--- config.mk ---
export PLATFORM = sky130hd
export DESIGN_NAME = ps2_cmd_scheduler
export DESIGN_NICKNAME = d
export VERILOG_FILES = /design/src/rtl/ps2_cmd_pkg.sv /design/src/rtl/ps2_ack_timer.sv /design/src/rtl/ps2_cmd_scheduler.sv
export SDC_FILE = /design/constraint.sdc
export NUM_CORES = 1
export LEC_CHECK = 0
export ABC_AREA = 0
export CAP_MARGIN = 20
export CORE_MARGIN = 2
export CORE_UTILIZATION = 25
export CTS_CLUSTER_DIAMETER = 100
export CTS_CLUSTER_SIZE = 10
export DETAILED_ROUTE_END_ITERATION = 16
export SLEW_MARGIN = 5
export SYNTH_ARGS = -nofsm -noshare
export SYNTH_HDL_FRONTEND = slang
export SYNTH_SLANG_ARGS = --single-unit
--- constraint.sdc ---
create_clock -name clk -period 2.12 [get_ports clk]
set_input_delay 0.424 -clock clk [delete_from_list [all_inputs] [get_ports clk]]
set_output_delay 0.424 -clock clk [all_outputs]
set_load 0.01 [all_outputs]
--- src/rtl/ps2_cmd_pkg.sv ---
// Shared constants and FSM encoding for the PS/2 command scheduler.
package ps2_cmd_pkg;

    localparam logic [7:0] PS2_ACK    = 8'hFA;
    localparam logic [7:0] PS2_RESEND = 8'hFE;
    localparam logic [7:0] PS2_ERROR  = 8'hFC;
    localparam logic [7:0] PS2_BAT_OK = 8'hAA;

    typedef enum logic [1:0] {
        IDLE     = 2'd0,
        SEND     = 2'd1,
        WAIT_TX  = 2'd2,
        WAIT_ACK = 2'd3
    } state_e;

    // Bytes that answer a command (consumed while waiting for a reply).
    function automatic logic is_reply(input logic [7:0] b);
        return (b == PS2_ACK) || (b == PS2_RESEND) || (b == PS2_ERROR);
    endfunction

endpackage

--- src/rtl/ps2_ack_timer.sv ---
// Reply timeout counter: cleared per attempt, runs only while a reply is awaited.
module ps2_ack_timer
    import ps2_cmd_pkg::*;
#(
    parameter int unsigned TO_W  = 22,
    parameter int unsigned LIMIT = 2_500_000
) (
    input  logic clk,
    input  logic reset_n,
    input  logic clr,
    input  logic en,
    output logic expire
);

    logic [TO_W-1:0] cnt_q;
    logic [TO_W-1:0] cnt_d;

    // Next count: clear wins over increment.
    always_comb begin
        cnt_d = cnt_q;
        if (clr) begin
            cnt_d = '0;
        end else if (en) begin
            cnt_d = cnt_q + 1'b1;
        end
    end

    // Counter register.
    always_ff @(posedge clk or negedge reset_n) begin
        if (!reset_n) begin
            cnt_q <= '0;
        end else begin
            cnt_q <= cnt_d;
        end
    end

    // Fires in the LIMIT-th enabled cycle after a clear.
    assign expire = en && (cnt_q == TO_W'(LIMIT - 1));

endmodule

--- src/rtl/ps2_cmd_scheduler.sv ---
// Two-requester PS/2 command scheduler: arbitrates, sends, waits for ACK,
// retries on RESEND/timeout and forwards all other received bytes.
module ps2_cmd_scheduler
    import ps2_cmd_pkg::*;
#(
    parameter int unsigned ACK_TIMEOUT = 2_500_000,
    parameter int unsigned TO_W        = 22,
    parameter int unsigned MAX_RETRY   = 2
) (
    input  logic       clk,
    input  logic       reset_n,
    input  logic [1:0] req,
    input  logic [1:0] lock,
    input  logic [7:0] cmd0,
    input  logic [7:0] cmd1,
    output logic [1:0] done,
    output logic [1:0] err,
    output logic       owner,
    output logic       active,
    output logic       tx_write,
    output logic [7:0] tx_data,
    input  logic       tx_busy,
    input  logic       rx_read,
    input  logic [7:0] rx_data,
    output logic       strm_valid,
    output logic [7:0] strm_data
);

    localparam int unsigned RW = (MAX_RETRY < 1) ? 1 : $clog2(MAX_RETRY + 1);

    state_e        state_q, state_d;
    logic          owner_q, owner_d;
    logic          ptr_q, ptr_d;
    logic          hold_q, hold_d;
    logic          active_q, active_d;
    logic          tx_write_q, tx_write_d;
    logic [7:0]    tx_data_q, tx_data_d;
    logic [1:0]    done_q, done_d;
    logic [1:0]    err_q, err_d;
    logic          strm_valid_q, strm_valid_d;
    logic [7:0]    strm_data_q, strm_data_d;
    logic [RW-1:0] retry_q, retry_d;

    logic hold_ok;
    logic winner;
    logic timer_expire;
    logic turnaround;

    // Locked owner keeps the grant only while it still holds both lock and req.
    assign hold_ok    = hold_q && lock[owner_q] && req[owner_q];
    assign winner     = hold_ok ? owner_q : (req[ptr_q] ? ptr_q : ~ptr_q);
    // Requesters drop req on seeing done/err, so skip granting in that cycle.
    assign turnaround = (done_q != 2'b00) || (err_q != 2'b00);

    ps2_ack_timer #(
        .TO_W  (TO_W),
        .LIMIT (ACK_TIMEOUT)
    ) u_timer (
        .clk     (clk),
        .reset_n (reset_n),
        .clr     (state_q == SEND),
        .en      (state_q == WAIT_ACK),
        .expire  (timer_expire)
    );

    // Arbitration, command sequencing and stream forwarding (next-state logic).
    always_comb begin
        state_d      = state_q;
        owner_d      = owner_q;
        ptr_d        = ptr_q;
        hold_d       = hold_q;
        active_d     = active_q;
        tx_write_d   = 1'b0;
        tx_data_d    = tx_data_q;
        done_d       = 2'b00;
        err_d        = 2'b00;
        strm_valid_d = 1'b0;
        strm_data_d  = strm_data_q;
        retry_d      = retry_q;

        case (state_q)
            IDLE: begin
                if (!hold_ok) begin
                    hold_d = 1'b0;
                end
                if ((req != 2'b00) && !tx_busy && !turnaround) begin
                    owner_d    = winner;
                    ptr_d      = ~winner;
                    tx_data_d  = winner ? cmd1 : cmd0;
                    retry_d    = '0;
                    active_d   = 1'b1;
                    tx_write_d = 1'b1;
                    state_d    = SEND;
                end
            end
            SEND: state_d = WAIT_TX;
            WAIT_TX: begin
                if (!tx_busy) begin
                    state_d = WAIT_ACK;
                end
            end
            WAIT_ACK: begin
                if (rx_read && (rx_data == PS2_ACK)) begin
                    done_d[owner_q] = 1'b1;
                    active_d        = 1'b0;
                    hold_d          = 1'b1;
                    state_d         = IDLE;
                end else if (rx_read && (rx_data == PS2_ERROR)) begin
                    err_d[owner_q] = 1'b1;
                    active_d       = 1'b0;
                    hold_d         = 1'b0;
                    state_d        = IDLE;
                end else if ((rx_read && (rx_data == PS2_RESEND)) || timer_expire) begin
                    if (retry_q < RW'(MAX_RETRY)) begin
                        retry_d    = retry_q + 1'b1;
                        tx_data_d  = owner_q ? cmd1 : cmd0;
                        tx_write_d = 1'b1;
                        state_d    = SEND;
                    end else begin
                        err_d[owner_q] = 1'b1;
                        active_d       = 1'b0;
                        hold_d         = 1'b0;
                        state_d        = IDLE;
                    end
                end
            end
            default: state_d = IDLE;
        endcase

        if (rx_read && !((state_q == WAIT_ACK) && is_reply(rx_data))) begin
            strm_valid_d = 1'b1;
            strm_data_d  = rx_data;
        end
    end

    // State and registered outputs; reset clears everything immediately.
    always_ff @(posedge clk or negedge reset_n) begin
        if (!reset_n) begin
            state_q      <= IDLE;
            owner_q      <= 1'b0;
            ptr_q        <= 1'b0;
            hold_q       <= 1'b0;
            active_q     <= 1'b0;
            tx_write_q   <= 1'b0;
            tx_data_q    <= 8'h00;
            done_q       <= 2'b00;
            err_q        <= 2'b00;
            strm_valid_q <= 1'b0;
            strm_data_q  <= 8'h00;
            retry_q      <= '0;
        end else begin
            state_q      <= state_d;
            owner_q      <= owner_d;
            ptr_q        <= ptr_d;
            hold_q       <= hold_d;
            active_q     <= active_d;
            tx_write_q   <= tx_write_d;
            tx_data_q    <= tx_data_d;
            done_q       <= done_d;
            err_q        <= err_d;
            strm_valid_q <= strm_valid_d;
            strm_data_q  <= strm_data_d;
            retry_q      <= retry_d;
        end
    end

    assign done       = done_q;
    assign err        = err_q;
    assign owner      = owner_q;
    assign active     = active_q;
    assign tx_write   = tx_write_q;
    assign tx_data    = tx_data_q;
    assign strm_valid = strm_valid_q;
    assign strm_data  = strm_data_q;

endmodule

-- Yosys cells after proc, flatten, opt, wreduce, memory -nomap -nowiden
Cells that the tools add are included.
- word-level logic and storage cells: 122
- flip-flop bits (word level): 52
- bitwise gates (word level): 2
- reduce and logical (&&, ||, !) cells: 29
- $lt $le $gt $ge: 4
- add/sub/neg operators: 2
- muxes and demuxes: 56
- equality and inequality tests: 16
- operator list (cell ; count):
    2-to-1 mux 8 bit ; 7
    2-to-1 mux 22 bit ; 2
    2-to-1 mux 2 bit ; 17
    == test 8 bit (second input constant) ; 3
    2-to-1 mux 1 bit ; 23
    adder 22 x 1 -> 22 bit (second input constant) ; 1
    == test 22 bit (second input constant) ; 1
    one-hot mux 8 bit (2 select lines) ; 1
    != test 2 bit (second input constant) ; 7
    logical AND 1 bit ; 11
    nonzero test 2 bit ; 5
    != test 4 bit (second input constant) ; 2
    one-hot mux 2 bit (4 select lines) ; 1
    AND reduction 4 bit ; 2
    one-hot mux 1 bit (2 select lines) ; 3
    AND reduction 6 bit ; 1
    == test 2 bit (second input constant) ; 2
    logical OR 1 bit ; 4
    less-than comparator 1 x 2 -> 1 bit (second input constant) ; 2
    one-hot mux 2 bit (2 select lines) ; 1
    logical NOT 1 bit ; 3
    AND reduction 3 bit ; 1
    adder 2 x 1 -> 2 bit (second input constant) ; 1
    == test 2 x 1 -> 1 bit (second input constant) ; 1
    6 further kinds ; 7

-- Logic depth before layout (Yosys ltp)
Gate-level depths: netlist of the first run.
- depth after elaboration: 9
- mapped depth: 8
- mapped depth without buffers: 6

-- Hierarchy
From an unflattened synthesis of the first run, not the netlist that was laid out.
- cell total of the unflattened synthesis: 276
- area total of the unflattened synthesis: 2810.2 sq um
- modules (own cells, without submodules) (module ; cells each ; seq. area each (sq um) ; instances ; area each (sq um)):
    ps2_cmd_scheduler ; 146 ; 750.7 ; 1 ; 1586.5
    ps2_ack_timer ; 130 ; 550.5 ; 1 ; 1223.7

-- Least setup slack after synthesis of the first run
No wires, ideal clock.
- path kind: register -> register
- from: register state_q[1]
- to: register tx_data_q[0], in the netlist tx_data[0]
- stages on the path, launching flop included: 8
- data required time: 1.995 ns
- path slack: 0.181 ns
- arrival: 1.814 ns
- setup time: 0.125 ns
- path through: dfrtp_1 -> ha_1 -> and4_1 -> buf_4 -> nand2_2 -> o311ai_2 -> o211ai_2 -> mux2_2
- longest elaborated chain between the ends: 5
- ends and longest elaborated chain (item ; RTL line ; source):
    start: declaration ; ps2_cmd_scheduler.sv:31 ; state_e state_q, state_d;
    start signal: assignment ; ps2_cmd_scheduler.sv:152 ; state_q <= state_d;
    == test 2 bit ; ps2_cmd_scheduler.sv:62, ps2_cmd_scheduler.sv:81 ;
    logical AND 1 bit ; ps2_ack_timer.sv:38 ; assign expire = en && (cnt_q == TO_W'(LIMIT - 1));
    logical OR 1 bit ; ps2_cmd_scheduler.sv:113 ; end else if ((rx_read && (rx_data == PS2_RESEND)) || timer_expire) begin
    != test 2 bit (no source line) ; - ;
    AND reduction 6 bit (no source line) ; - ;
    end signal: assignment ; ps2_cmd_scheduler.sv:158 ; tx_data_q <= tx_data_d;
    end: declaration ; ps2_cmd_scheduler.sv:37 ; logic [7:0] tx_data_q, tx_data_d;
Several ways; a longest one is shown, not always the timed one.
A chain may end at the register's enable or synchronous reset.

-- Worst setup path in the final report of the first run
- from: register state_q[0]
- to: register state_q[1]
- longest elaborated chain between the ends: 5
- ends and longest elaborated chain (item ; RTL line):
    == test 2 bit ; ps2_cmd_scheduler.sv:62, ps2_cmd_scheduler.sv:81
    logical AND 1 bit ; ps2_ack_timer.sv:38
    logical OR 1 bit ; ps2_cmd_scheduler.sv:113
    != test 4 bit (no source line) ; -
    AND reduction 3 bit (no source line) ; -
Several ways; a longest one is shown, not always the timed one.

==> flow_summary.yaml, run 1 <==
status:
  outcome: "finished, final reports clean"
synth:
  ys_seq_elements: 52
  synth_edf_count: 0
  synth_nets: 303
  ys_types: 46
  synth_area_per_cell_um2: 10.4
  netlist_area_mm2: 0.00275
  async_flop_share_pct: 100
  ys_seq_area_share_pct: 47.3
  ys.flop_type: "dfrtp_1"
  yosysWarnings: 0
  syn-instance-count: 265
finish:
  areaGrowthSynthToFinish_pct: 39.3
  fin_nets: 391
  n_antenna_cell: 0
  drive_above_1_share_pct: 22.6
  num-fill-cells: 1105
  final_common_cell: "clkdlybuf4s50_1"
  mostFrequentLayoutCells: "54 x clkdlybuf4s50_1, 52 x dfrtp_1, 32 x buf_4"
clock_network:
  clock_latency_ps: 310
  clk_path_buf_depth: 2
  cts.sinks: 52
  htree_levels: 2
  cts_root_buffer: "clkbuf_8"
  cts_tree: "done"
  clk_pin_slew_ps: 100
  cts-buffers-inserted: 5
pwr:
  peakVddDrop_mv: 0.401
  p_leak_uw: 0.00163
  powerDensity_mw_per_mm2: 922
  finalPower_uw: 3530
route:
  ant_nets: 0
  first_iter_violations: 92
  vias_per_cell: 4.63
  wire_per_inst_um: 12.9
  vias: 2289
  dr.pass1.iters: 4
  drc_errors: 0
  wl_mm: 6.38
timing:
  skew_ps: 10.3
  period_needed_ps: 1960
  setup_ws_ps: 157
  finalHoldViolations: 0
  fmax_ghz: 0.509
  relSlewSlack_pct: 68.2
  worst_pin_slew_ps: 473
  min_period_over_period_pct: 92.6
  finalSetupViolCount: 0
  rsz0062_at_grt: "false"
  slew_viol_final: 0
place:
  gp_congestion: 0.805
  pre_cts_ws_ps: -190
  hpwl_mm: 4.71
  io_buffers: 55
worst_setup_path:
  rr_worst_depth: 8
  worstPathArrival_ps: 2160
  start_kind: "flip-flop"
  crit_type: "flip-flop to flip-flop"
  cp.required_ps: 2310
  endpoint_kind: "flip-flop"
  cp_max_fo: 6
floorplan:
  rows: 38
  ios: 56
  core_mm2: 0.0108
  die_w_um: 109
  start_util_pct: 25.5
  die_area_mm2: 0.0119
  die_y_um: 109
job:
  maxCapViolations: 0
global_routing:
  grt_max_degree: 53
  grt_pass1_vias: 2280
  gr-total-overflow: 0
  grt_util_all_layers_pct: 11.2
  antenna_found_initial: 0
  grt_pass1_wl_mm: 10.5
hold_path:
  min_path_type: "input port to async pin"
cell type report:
cell class,instances,area [um^2],share of cell area [%]
multi-input combinational,197,1410,36.8
sequential,52,1300,34.0
timing repair buffer,89,826,21.6
tap,140,175,4.57
clock buffer,5,68.8,1.80
inverter,8,30.0,0.784
clock inverter,3,18.8,0.490
registers in the layout, indices dropped and copies added, names as in the netlist:
name and flops:
u_timer.cnt_q 22, strm_data 8, strm_valid 1, hold_q 1
active 1, state_q 2, ptr_q 1, err 2
done 2, tx_data 8, retry_q 2, owner 1
tx_write 1
where the power goes:
group,internal (uW),switching [uW],total [uW]
clock,231,335,566
sequential,1170,116,1280
combinational,913,767,1680
per-layer routing:
| metal | part of all wire (%) | track usage, % |
|---|---|---|
| met1 | 46 | 13.5 |
| met2 | 49 | 19.9 |
| met3 | 4.4 | 2.57 |
| met4 | 1.0 | 2.75 |
| met5 | 0 | 0 |
cell families (layout without fill, tap and decap cells):
| family | after synthesis | count (layout) | synth area share, % |
|---|---|---|---|
| simple gates | 108 | 108 | 20.9 |
| mux | 27 | 27 | 11.0 |
| buf+inv | 16 | 105 | 2.37 |
| xor+xnor | 20 | 20 | 6.37 |
| compound gates | 36 | 36 | 9.33 |
| fa+ha+maj | 6 | 6 | 2.73 |
| flops | 52 | 52 | 47.3 |
synthesized netlist by cell type, types with 2 or more instances:
master | number | area share (%)
nand2_1 | 19 | 2.6
ha_1 | 6 | 2.7
mux2_2 | 25 | 10
nand4b_1 | 2 | 0.64
clkbuf_1 | 6 | 0.82
and3_2 | 2 | 0.55
nor2_1 | 26 | 3.5
nor4b_1 | 4 | 1.3
inv_1 | 7 | 0.96
and4_1 | 3 | 0.96
or3_1 | 3 | 0.68
a21oi_1 | 9 | 1.6
nor2b_1 | 2 | 0.45
xnor2_1 | 5 | 1.6
nand4_1 | 13 | 3.0
and2_1 | 5 | 1.1
nor4_1 | 3 | 0.68
o2111ai_1 | 4 | 1.3
dfrtp_1 | 52 | 47
o21ai_0 | 7 | 1.3
xor2_1 | 15 | 4.8
nand3_1 | 12 | 2.2
nor3_1 | 6 | 1.1
and3_1 | 3 | 0.68
o21bai_1 | 2 | 0.55
mux2i_1 | 2 | 0.73
o211ai_1 | 3 | 0.82
stage by stage:
step	cell area, um^2	hold slack, ps	utilization [%]	setup TNS [ps]	cells
global placement	3710	442	34.4	-2470	485
floorplan	2750	128	-	0	265
finish	3830	87.5	35.5	0	494
CTS	3800	102	35.2	0	493
detailed placement	3710	446	34.4	-2690	485
global route	3830	107	35.5	0	494
worst max-delay path, stage by stage (launching register included):
cell and delay (ps):
dfrtp_1 400, buf_4 140, inv_1 110, ha_1 290
o2111ai_1 200, buf_4 200, nand2_1 100, nand3_1 120
mux2_2 290
worst paths after layout:
kind	startpoint	end	slack [ps]
max	state_q[0]	state_q[1]	160
min	reset_n	owner	90
max reg2reg	state_q[0]	state_q[1]	160
min reg2reg	strm_data[0]	strm_data[0]	490
max in group asynchronous	reset_n	u_timer.cnt_q[18]	1780
min in group clk	strm_data[0]	strm_data[0]	490
what timing repair did:
action                                  in CTS  in global routing
setup buffers                                0                  1
endpoints found under the setup margin       0                 12
hold buffers                                 0                  0
resized for setup                            0                  6
(Power assumes the default switching activity.)
==> inputs of run 2 (changes only) <==
- GPL_ROUTABILITY_DRIVEN: unset -> 0
==> results of run 2 <==
Final layout, timing and power as in run 1 (identical DEF).
